## src/rtl/sa_pkg.sv

```systemverilog
// sa_pkg: shared FSM encoding, pipeline constants and counter-width helper
// for the systolic-array operand loader.
package sa_pkg;
  typedef enum logic [1:0] {IDLE, LOAD, WAIT_CAL, DONE} state_t;
  localparam int RD_LAT = 2;
  localparam int IDLE_GAP = 3;
  function automatic int cnt_width(input int a, input int b);
    return $clog2((a > b ? a : b) + 1);
  endfunction
endpackage

```

## src/rtl/sa_operand_loader_if.sv

```systemverilog
// sa_operand_loader_if: job control, operand memory ports and west/north streams.
interface sa_operand_loader_if #(
  parameter int IN_LEN = 8,
  parameter int ADDR_WIDTH = 8
);
  logic start, busy, done, a_rd_en, b_rd_en, Xin_val, Yin_val, cal_done;
  logic [ADDR_WIDTH-1:0] a_base, b_base, a_addr, b_addr;
  logic [IN_LEN-1:0] a_rdata, b_rdata, Xin_data, Yin_data;
  modport master (
    input start, a_base, b_base, a_rdata, b_rdata, cal_done,
    output busy, done, a_rd_en, a_addr, b_rd_en, b_addr, Xin_val, Xin_data, Yin_val, Yin_data
  );
  modport slave (
    output start, a_base, b_base, a_rdata, b_rdata, cal_done,
    input busy, done, a_rd_en, a_addr, b_rd_en, b_addr, Xin_val, Xin_data, Yin_val, Yin_data
  );
endinterface

```

## src/rtl/sa_stream_reader.sv

```systemverilog
// sa_stream_reader: address counter plus read-latency pipeline for one operand
// memory, producing a gap-free valid/data stream of LEN words.
module sa_stream_reader
  import sa_pkg::*;
#(
  parameter int LEN = 9,
  parameter int IN_LEN = 8,
  parameter int AW = 8,
  parameter int CW = 4
) (
  input  logic              clk,
  input  logic              rst_n,
  input  logic              clear,
  input  logic              run,
  input  logic [AW-1:0]     base,
  output logic              rd_en,
  output logic [AW-1:0]     addr,
  input  logic [IN_LEN-1:0] rdata,
  output logic              val,
  output logic [IN_LEN-1:0] data,
  output logic              drained
);
  logic [CW-1:0] cnt_q, cnt_d;
  logic [AW-1:0] base_q, base_d;
  logic [RD_LAT-1:0] vld_q, vld_d;
  logic [IN_LEN-1:0] data_q, data_d;
  always_comb begin
    rd_en = run && cnt_q < CW'(LEN);
    addr = base_q + AW'(cnt_q);
    cnt_d = clear ? '0 : cnt_q + CW'(rd_en);
    base_d = clear ? base : base_q;
    vld_d = {vld_q[RD_LAT-2:0], rd_en};
    data_d = vld_q[RD_LAT-2] ? rdata : data_q;
    // drained one cycle early so the stream valid is already low in the next state
    drained = cnt_q == CW'(LEN) && vld_q[RD_LAT-2:0] == '0;
    val = vld_q[RD_LAT-1];
    data = data_q;
  end
  always_ff @(posedge clk or negedge rst_n) begin
    if (!rst_n) begin
      cnt_q <= '0;
      base_q <= '0;
      vld_q <= '0;
      data_q <= '0;
    end else begin
      cnt_q <= cnt_d;
      base_q <= base_d;
      vld_q <= vld_d;
      data_q <= data_d;
    end
  end
endmodule

```

## src/rtl/sa_operand_loader.sv

```systemverilog
// sa_operand_loader: streams A (row-major) and B (column-major) operands to the
// systolic-array enable generator, then waits for cal_done to complete the job.
module sa_operand_loader
  import sa_pkg::*;
#(
  parameter int X = 3,
  parameter int N = 3,
  parameter int Y = 3,
  parameter int IN_LEN = 8,
  parameter int ADDR_WIDTH = 8
) (
  input logic clk,
  input logic sys_rst_n,
  sa_operand_loader_if.master bus
);
  localparam int CW = cnt_width(X * N, N * Y);
  state_t state_q, state_d;
  logic busy_q, busy_d, done_q, done_d, cal_seen_q, cal_seen_d;
  logic accept, run, a_drained, b_drained;
  always_comb begin
    accept = state_q == IDLE && bus.start;
    run = state_q == LOAD;
    state_d = state_q == IDLE ? (bus.start ? LOAD : IDLE)
            : state_q == LOAD ? (a_drained && b_drained ? WAIT_CAL : LOAD)
            : state_q == WAIT_CAL ? (bus.cal_done || cal_seen_q ? DONE : WAIT_CAL)
            : IDLE;
    busy_d = state_d == LOAD || state_d == WAIT_CAL;
    done_d = state_d == DONE;
    // an early cal_done during LOAD must not be lost
    cal_seen_d = !accept && (cal_seen_q || (state_q != IDLE && bus.cal_done));
  end
  always_ff @(posedge clk or negedge sys_rst_n) begin
    if (!sys_rst_n) begin
      state_q <= IDLE;
      busy_q <= 1'b0;
      done_q <= 1'b0;
      cal_seen_q <= 1'b0;
    end else begin
      state_q <= state_d;
      busy_q <= busy_d;
      done_q <= done_d;
      cal_seen_q <= cal_seen_d;
    end
  end
  assign bus.busy = busy_q;
  assign bus.done = done_q;
  sa_stream_reader #(.LEN(X * N), .IN_LEN(IN_LEN), .AW(ADDR_WIDTH), .CW(CW)) u_a (
    .clk(clk), .rst_n(sys_rst_n), .clear(accept), .run(run), .base(bus.a_base),
    .rd_en(bus.a_rd_en), .addr(bus.a_addr), .rdata(bus.a_rdata),
    .val(bus.Xin_val), .data(bus.Xin_data), .drained(a_drained)
  );
  sa_stream_reader #(.LEN(N * Y), .IN_LEN(IN_LEN), .AW(ADDR_WIDTH), .CW(CW)) u_b (
    .clk(clk), .rst_n(sys_rst_n), .clear(accept), .run(run), .base(bus.b_base),
    .rd_en(bus.b_rd_en), .addr(bus.b_addr), .rdata(bus.b_rdata),
    .val(bus.Yin_val), .data(bus.Yin_data), .drained(b_drained)
  );
endmodule
```

## src/flat_wrapper.sv

```systemverilog
// flat-port wrapper written by rule: the top's interface ports become plain ports
module sa_operand_loader_flat import sa_pkg::*;
#(
  parameter int X = 3,
  parameter int N = 3,
  parameter int Y = 3,
  parameter int IN_LEN = 8,
  parameter int ADDR_WIDTH = 8
)
  (clk, sys_rst_n, bus_start, bus_a_base, bus_b_base, bus_a_rdata, bus_b_rdata, bus_cal_done, bus_busy, bus_done, bus_a_rd_en, bus_a_addr, bus_b_rd_en, bus_b_addr, bus_Xin_val, bus_Xin_data, bus_Yin_val, bus_Yin_data);
  sa_operand_loader_if #(.IN_LEN(IN_LEN), .ADDR_WIDTH(ADDR_WIDTH)) bus_i ();
  input logic clk;
  input logic sys_rst_n;
  input wire logic [$bits(bus_i.start)-1:0] bus_start;
  input wire logic [$bits(bus_i.a_base)-1:0] bus_a_base;
  input wire logic [$bits(bus_i.b_base)-1:0] bus_b_base;
  input wire logic [$bits(bus_i.a_rdata)-1:0] bus_a_rdata;
  input wire logic [$bits(bus_i.b_rdata)-1:0] bus_b_rdata;
  input wire logic [$bits(bus_i.cal_done)-1:0] bus_cal_done;
  output wire logic [$bits(bus_i.busy)-1:0] bus_busy;
  output wire logic [$bits(bus_i.done)-1:0] bus_done;
  output wire logic [$bits(bus_i.a_rd_en)-1:0] bus_a_rd_en;
  output wire logic [$bits(bus_i.a_addr)-1:0] bus_a_addr;
  output wire logic [$bits(bus_i.b_rd_en)-1:0] bus_b_rd_en;
  output wire logic [$bits(bus_i.b_addr)-1:0] bus_b_addr;
  output wire logic [$bits(bus_i.Xin_val)-1:0] bus_Xin_val;
  output wire logic [$bits(bus_i.Xin_data)-1:0] bus_Xin_data;
  output wire logic [$bits(bus_i.Yin_val)-1:0] bus_Yin_val;
  output wire logic [$bits(bus_i.Yin_data)-1:0] bus_Yin_data;
  assign bus_i.start = bus_start;
  assign bus_i.a_base = bus_a_base;
  assign bus_i.b_base = bus_b_base;
  assign bus_i.a_rdata = bus_a_rdata;
  assign bus_i.b_rdata = bus_b_rdata;
  assign bus_i.cal_done = bus_cal_done;
  assign bus_busy = bus_i.busy;
  assign bus_done = bus_i.done;
  assign bus_a_rd_en = bus_i.a_rd_en;
  assign bus_a_addr = bus_i.a_addr;
  assign bus_b_rd_en = bus_i.b_rd_en;
  assign bus_b_addr = bus_i.b_addr;
  assign bus_Xin_val = bus_i.Xin_val;
  assign bus_Xin_data = bus_i.Xin_data;
  assign bus_Yin_val = bus_i.Yin_val;
  assign bus_Yin_data = bus_i.Yin_data;
  sa_operand_loader #(.X(X), .N(N), .Y(Y), .IN_LEN(IN_LEN), .ADDR_WIDTH(ADDR_WIDTH)) u_core (.clk(clk), .sys_rst_n(sys_rst_n), .bus(bus_i));
endmodule
```

## config.mk

```make
export PLATFORM = sky130hd
export DESIGN_NAME = sa_operand_loader_flat
export DESIGN_NICKNAME = d
export VERILOG_FILES = /design/src/rtl/sa_pkg.sv /design/src/rtl/sa_operand_loader_if.sv /design/src/rtl/sa_stream_reader.sv /design/src/rtl/sa_operand_loader.sv /design/src/flat_wrapper.sv
export SDC_FILE = /design/constraint.sdc
export NUM_CORES = 1
export LEC_CHECK = 0
export CAP_MARGIN = 15
export CORE_MARGIN = 4
export CORE_UTILIZATION = 30
export CTS_CLUSTER_SIZE = 24
export DETAILED_ROUTE_END_ITERATION = 8
export RECOVER_POWER = 25
export SYNTH_ARGS = -nofsm -noshare
export SYNTH_HDL_FRONTEND = slang
export SYNTH_SLANG_ARGS = --single-unit
```

## constraint.sdc

```tcl
create_clock -name clk -period 3.85 [get_ports clk]
set_clock_uncertainty 0.15 [all_clocks]
set_input_delay 0.9625 -clock clk [delete_from_list [all_inputs] [get_ports clk]]
set_output_delay 0.9625 -clock clk [all_outputs]
set_load 0.02 [all_outputs]
```

==> results.py <==
metrics = {
    "outcome": {
        "status": "complete, but fails checks",
        "violations": "capacitance limit, slew limit",
    },
    "clock_network": {
        "ctsResizeCount": 0,
        "cts_buffer_depth": 2,
        "clock-sinks": 49,
        "cts_setup_buffers": 0,
        "htreeDepth": 2,
        "cts_hold_buffers": 0,
        "cts_tree": "yes",
        "path_clk_slew_ps": 100,
        "cts_buffers": 5,
        "root_buffer": "clkbuf_8",
        "clock_latency_ps": 310,
    },
    "power_and_ir_drop": {
        "ir_drop_uv": 121,
        "finalPower_w": 0.000868,
        "switchingPower_w": 0.000194,
        "p_comb_frac": 0.052,
        "p_sw_frac": 0.224,
        "cellPowerDensity_nw_per_um2": 270,
        "clkPwrFrac": 0.356,
        "internal-power_w": 0.000674,
        "pwr-share-seq": 0.592,
        "p_leak_nw": 1.48,
    },
    "sta": {
        "relSlewSlack": -0.0648,
        "fmax_ghz": 0.270,
        "setup_viol": 0,
        "rsz0062_at_grt": "false",
        "min_period_ps": 3700,
        "fin_tns_setup_ps": 0,
        "worst-slew-pin-transition_ps": 1600,
        "hold_viol": 0,
        "fin_crit_sh": 0.960,
        "finalMaxSlewViolations": 30,
    },
    "placement": {
        "dpl.hpwl_mm": 3.53,
        "globalplace.congestion": 0.664,
        "dp.cells": 346,
        "io_buffers": 73,
    },
    "global_route": {
        "grt_pass1_vias": 1711,
        "grt.overflow.total": 0,
        "grt_usage": 0.115,
        "antenna_found_initial": 0,
        "grt_pass1_wl_mm": 8.07,
        "grt_start_max_net_pins": 30,
    },
    "die": {
        "die_x_microns": 95.2,
        "core_area_sq_um": 7330,
        "rows": 31,
        "ios": 74,
        "die_area_sq_um": 9070,
        "dieHeight_microns": 95.2,
        "start_util": 0.311,
    },
    "cells_and_area": {
        "diodes": 0,
        "multi_input_area_sq_um": 1020,
        "instances_no_fill": 354,
        "seq_area_sq_um": 1230,
        "syn_to_final_growth_pct": 40.8,
        "nets": 305,
        "drive_gt1_frac": 0.169,
        "nFillCells": 703,
    },
    "synth": {
        "ys_types": 32,
        "synth_seq_area_share": 0.537,
        "syn_nets": 228,
        "syn_inst": 177,
        "yosys_warnings": 0,
        "syn_area_sq_um": 2280,
        "synth_seq_cells": 49,
        "syn-mean-instance-area_sq_um": 12.9,
    },
    "critical_path": {
        "endpoint_kind": "primary output",
        "crit_type": "flop to primary output",
        "required_ps": 2740,
        "startpoint_type": "flop",
        "reg2regPathDepth": 5,
        "cp_max_fo": 4,
        "worstPathArrival_ps": 2590,
    },
    "hold_path": {
        "hp-class": "flop to flop",
        "hold_depth": 1,
    },
    "drt": {
        "avgViaCountPerCell": 4.51,
        "dr.first_iter.drc_count": 37,
        "wl_mm": 4.72,
        "firstDrtPassIters": 4,
        "vias": 1596,
        "wl_per_cell_microns": 13.3,
        "drcViolationCount": 0,
        "ant_nets": 0,
    },
    "run": {
        "cap_violations": 1,
    },
}
[synth_stat cells]
cell type,count,area (sq um)
o211ai_1,2,15.0
a22o_1,1,8.76
and2_1,1,6.26
nor2b_1,5,31.3
dfrtp_1,49,1230
ha_1,13,163
o21ai_0,3,15.0
nand2_1,8,30.0
xor2_1,5,43.8
a2bb2oi_1,1,8.76
fa_1,2,40.0
o311ai_0,1,8.76
o21a_1,1,7.51
xnor2_1,9,78.8
mux2_2,31,349
or3_2,1,7.51
a21oi_1,6,30.0
or3_1,1,6.26
or4_1,1,7.51
nand4_1,3,18.8
o22ai_1,1,6.26
buf_2,2,10.0
nand4b_1,2,17.5
o31ai_1,1,7.51
nand2b_1,1,6.26
and3_1,1,6.26
clkbuf_1,3,11.3
a21o_1,5,37.5
nor2_1,8,30.0
nand3_1,3,15.0
nor4b_2,1,15.0
inv_1,5,18.8
[layout make-up]
class / count / area share
clock inverters: 3 / 0.00661
multi-input cells: 118 / 0.316
well taps: 99 / 0.0385
inverters: 5 / 0.00584
clock buffers: 5 / 0.0214
flip-flops and latches: 49 / 0.381
repair buffers: 75 / 0.230
[per-layer routing]
metal | global-route usage | vias to the layer above | wire [microns]
met3 | 0.0339 | 5 | 280
met5 | 0 | - | 0
met1 | 0.141 | 775 | 2070
met4 | 0.0397 | 0 | 63
met2 | 0.193 | 36 | 2300
li1 | - | 780 | -
[critical path: stages (launching register included)]
cell             delay [ps]
dfrtp_1                 420
ha_1                    240
fa_1                    410
a21o_1                  180
a21oi_1                 220
nor2_1                   80
xor2_1                  130
clkdlybuf4s50_1         620
[stage by stage]
step	utilization	area [sq um]	worst slack (ps)	hold slack, ps
4_1_cts	0.439	3220	116	369
3_3_place_gp	0.427	3130	504	338
6_report	0.439	3220	152	362
2_1_floorplan	-	2280	969	202
3_5_place_dp	0.427	3130	462	344
5_1_grt	0.439	3220	6.44	386
[layout by cell type, fill, tap and decap left out, types with 3 or more instances in the layout]
cell and n:
dfrtp_1 49, clkdlybuf4s50_1 70, ha_1 13, nand3_1 3
xnor2_1 9, o21ai_0 3, nand2_1 8, mux2_2 31
nor2_1 8, nand4_1 3, nor2b_1 5, a21o_1 5
a21oi_1 6, xor2_1 5, inv_1 5, clkbuf_8 5
[kinds of logic after synthesis]
family / after synthesis / share of synthesized area
flip-flops: 49 / 0.537
AND/OR/NAND/NOR: 36 / 0.0866
XOR/XNOR: 14 / 0.0537
buffers and inverters: 10 / 0.0175
AO/OA/AOI/OAI: 22 / 0.0636
multiplexers: 31 / 0.153
adder cells (fa/ha/maj): 15 / 0.0888
[flip-flops by register name, indices dropped and copies added (netlist names)]
name and cells:
u_core.u_a.base_q 8, u_core.u_a.cnt_q 4, u_core.cal_seen_q 1, u_core.u_b.cnt_q 4, u_core.u_b.base_q 8, u_core.u_b.data 8, u_core.state_q 2, u_core.u_b.vld_q 2
u_core.u_a.data 8, u_core.bus.done 1, u_core.bus.busy 1, u_core.u_a.vld_q 2
[final timing paths]
check	startpoint	end	slack, ps
setup / recovery	u_core.u_a.cnt_q[0]	bus_a_addr[6]	150
hold / removal	u_core.u_a.data[4]	u_core.u_a.data[4]	360
setup reg to reg	u_core.u_a.cnt_q[1]	u_core.bus.busy	1750
hold reg to reg	u_core.u_a.data[4]	u_core.u_a.data[4]	360
max in group asynchronous	sys_rst_n	u_core.u_a.base_q[4]	1600
min in group asynchronous	sys_rst_n	u_core.u_b.cnt_q[2]	900
[power by group through the flow]
stage	combinational, W	sequential, W	clock [W]
after floorplan	0.000000870	0.000525	0
after global placement	0.0000474	0.000524	0
after detailed placement	0.0000473	0.000524	0
after CTS	0.0000476	0.000514	0.000332
after global routing	0.0000501	0.000514	0.000351
final	0.0000452	0.000514	0.000309
No activity file was read; power rests on OpenSTA's default activity.
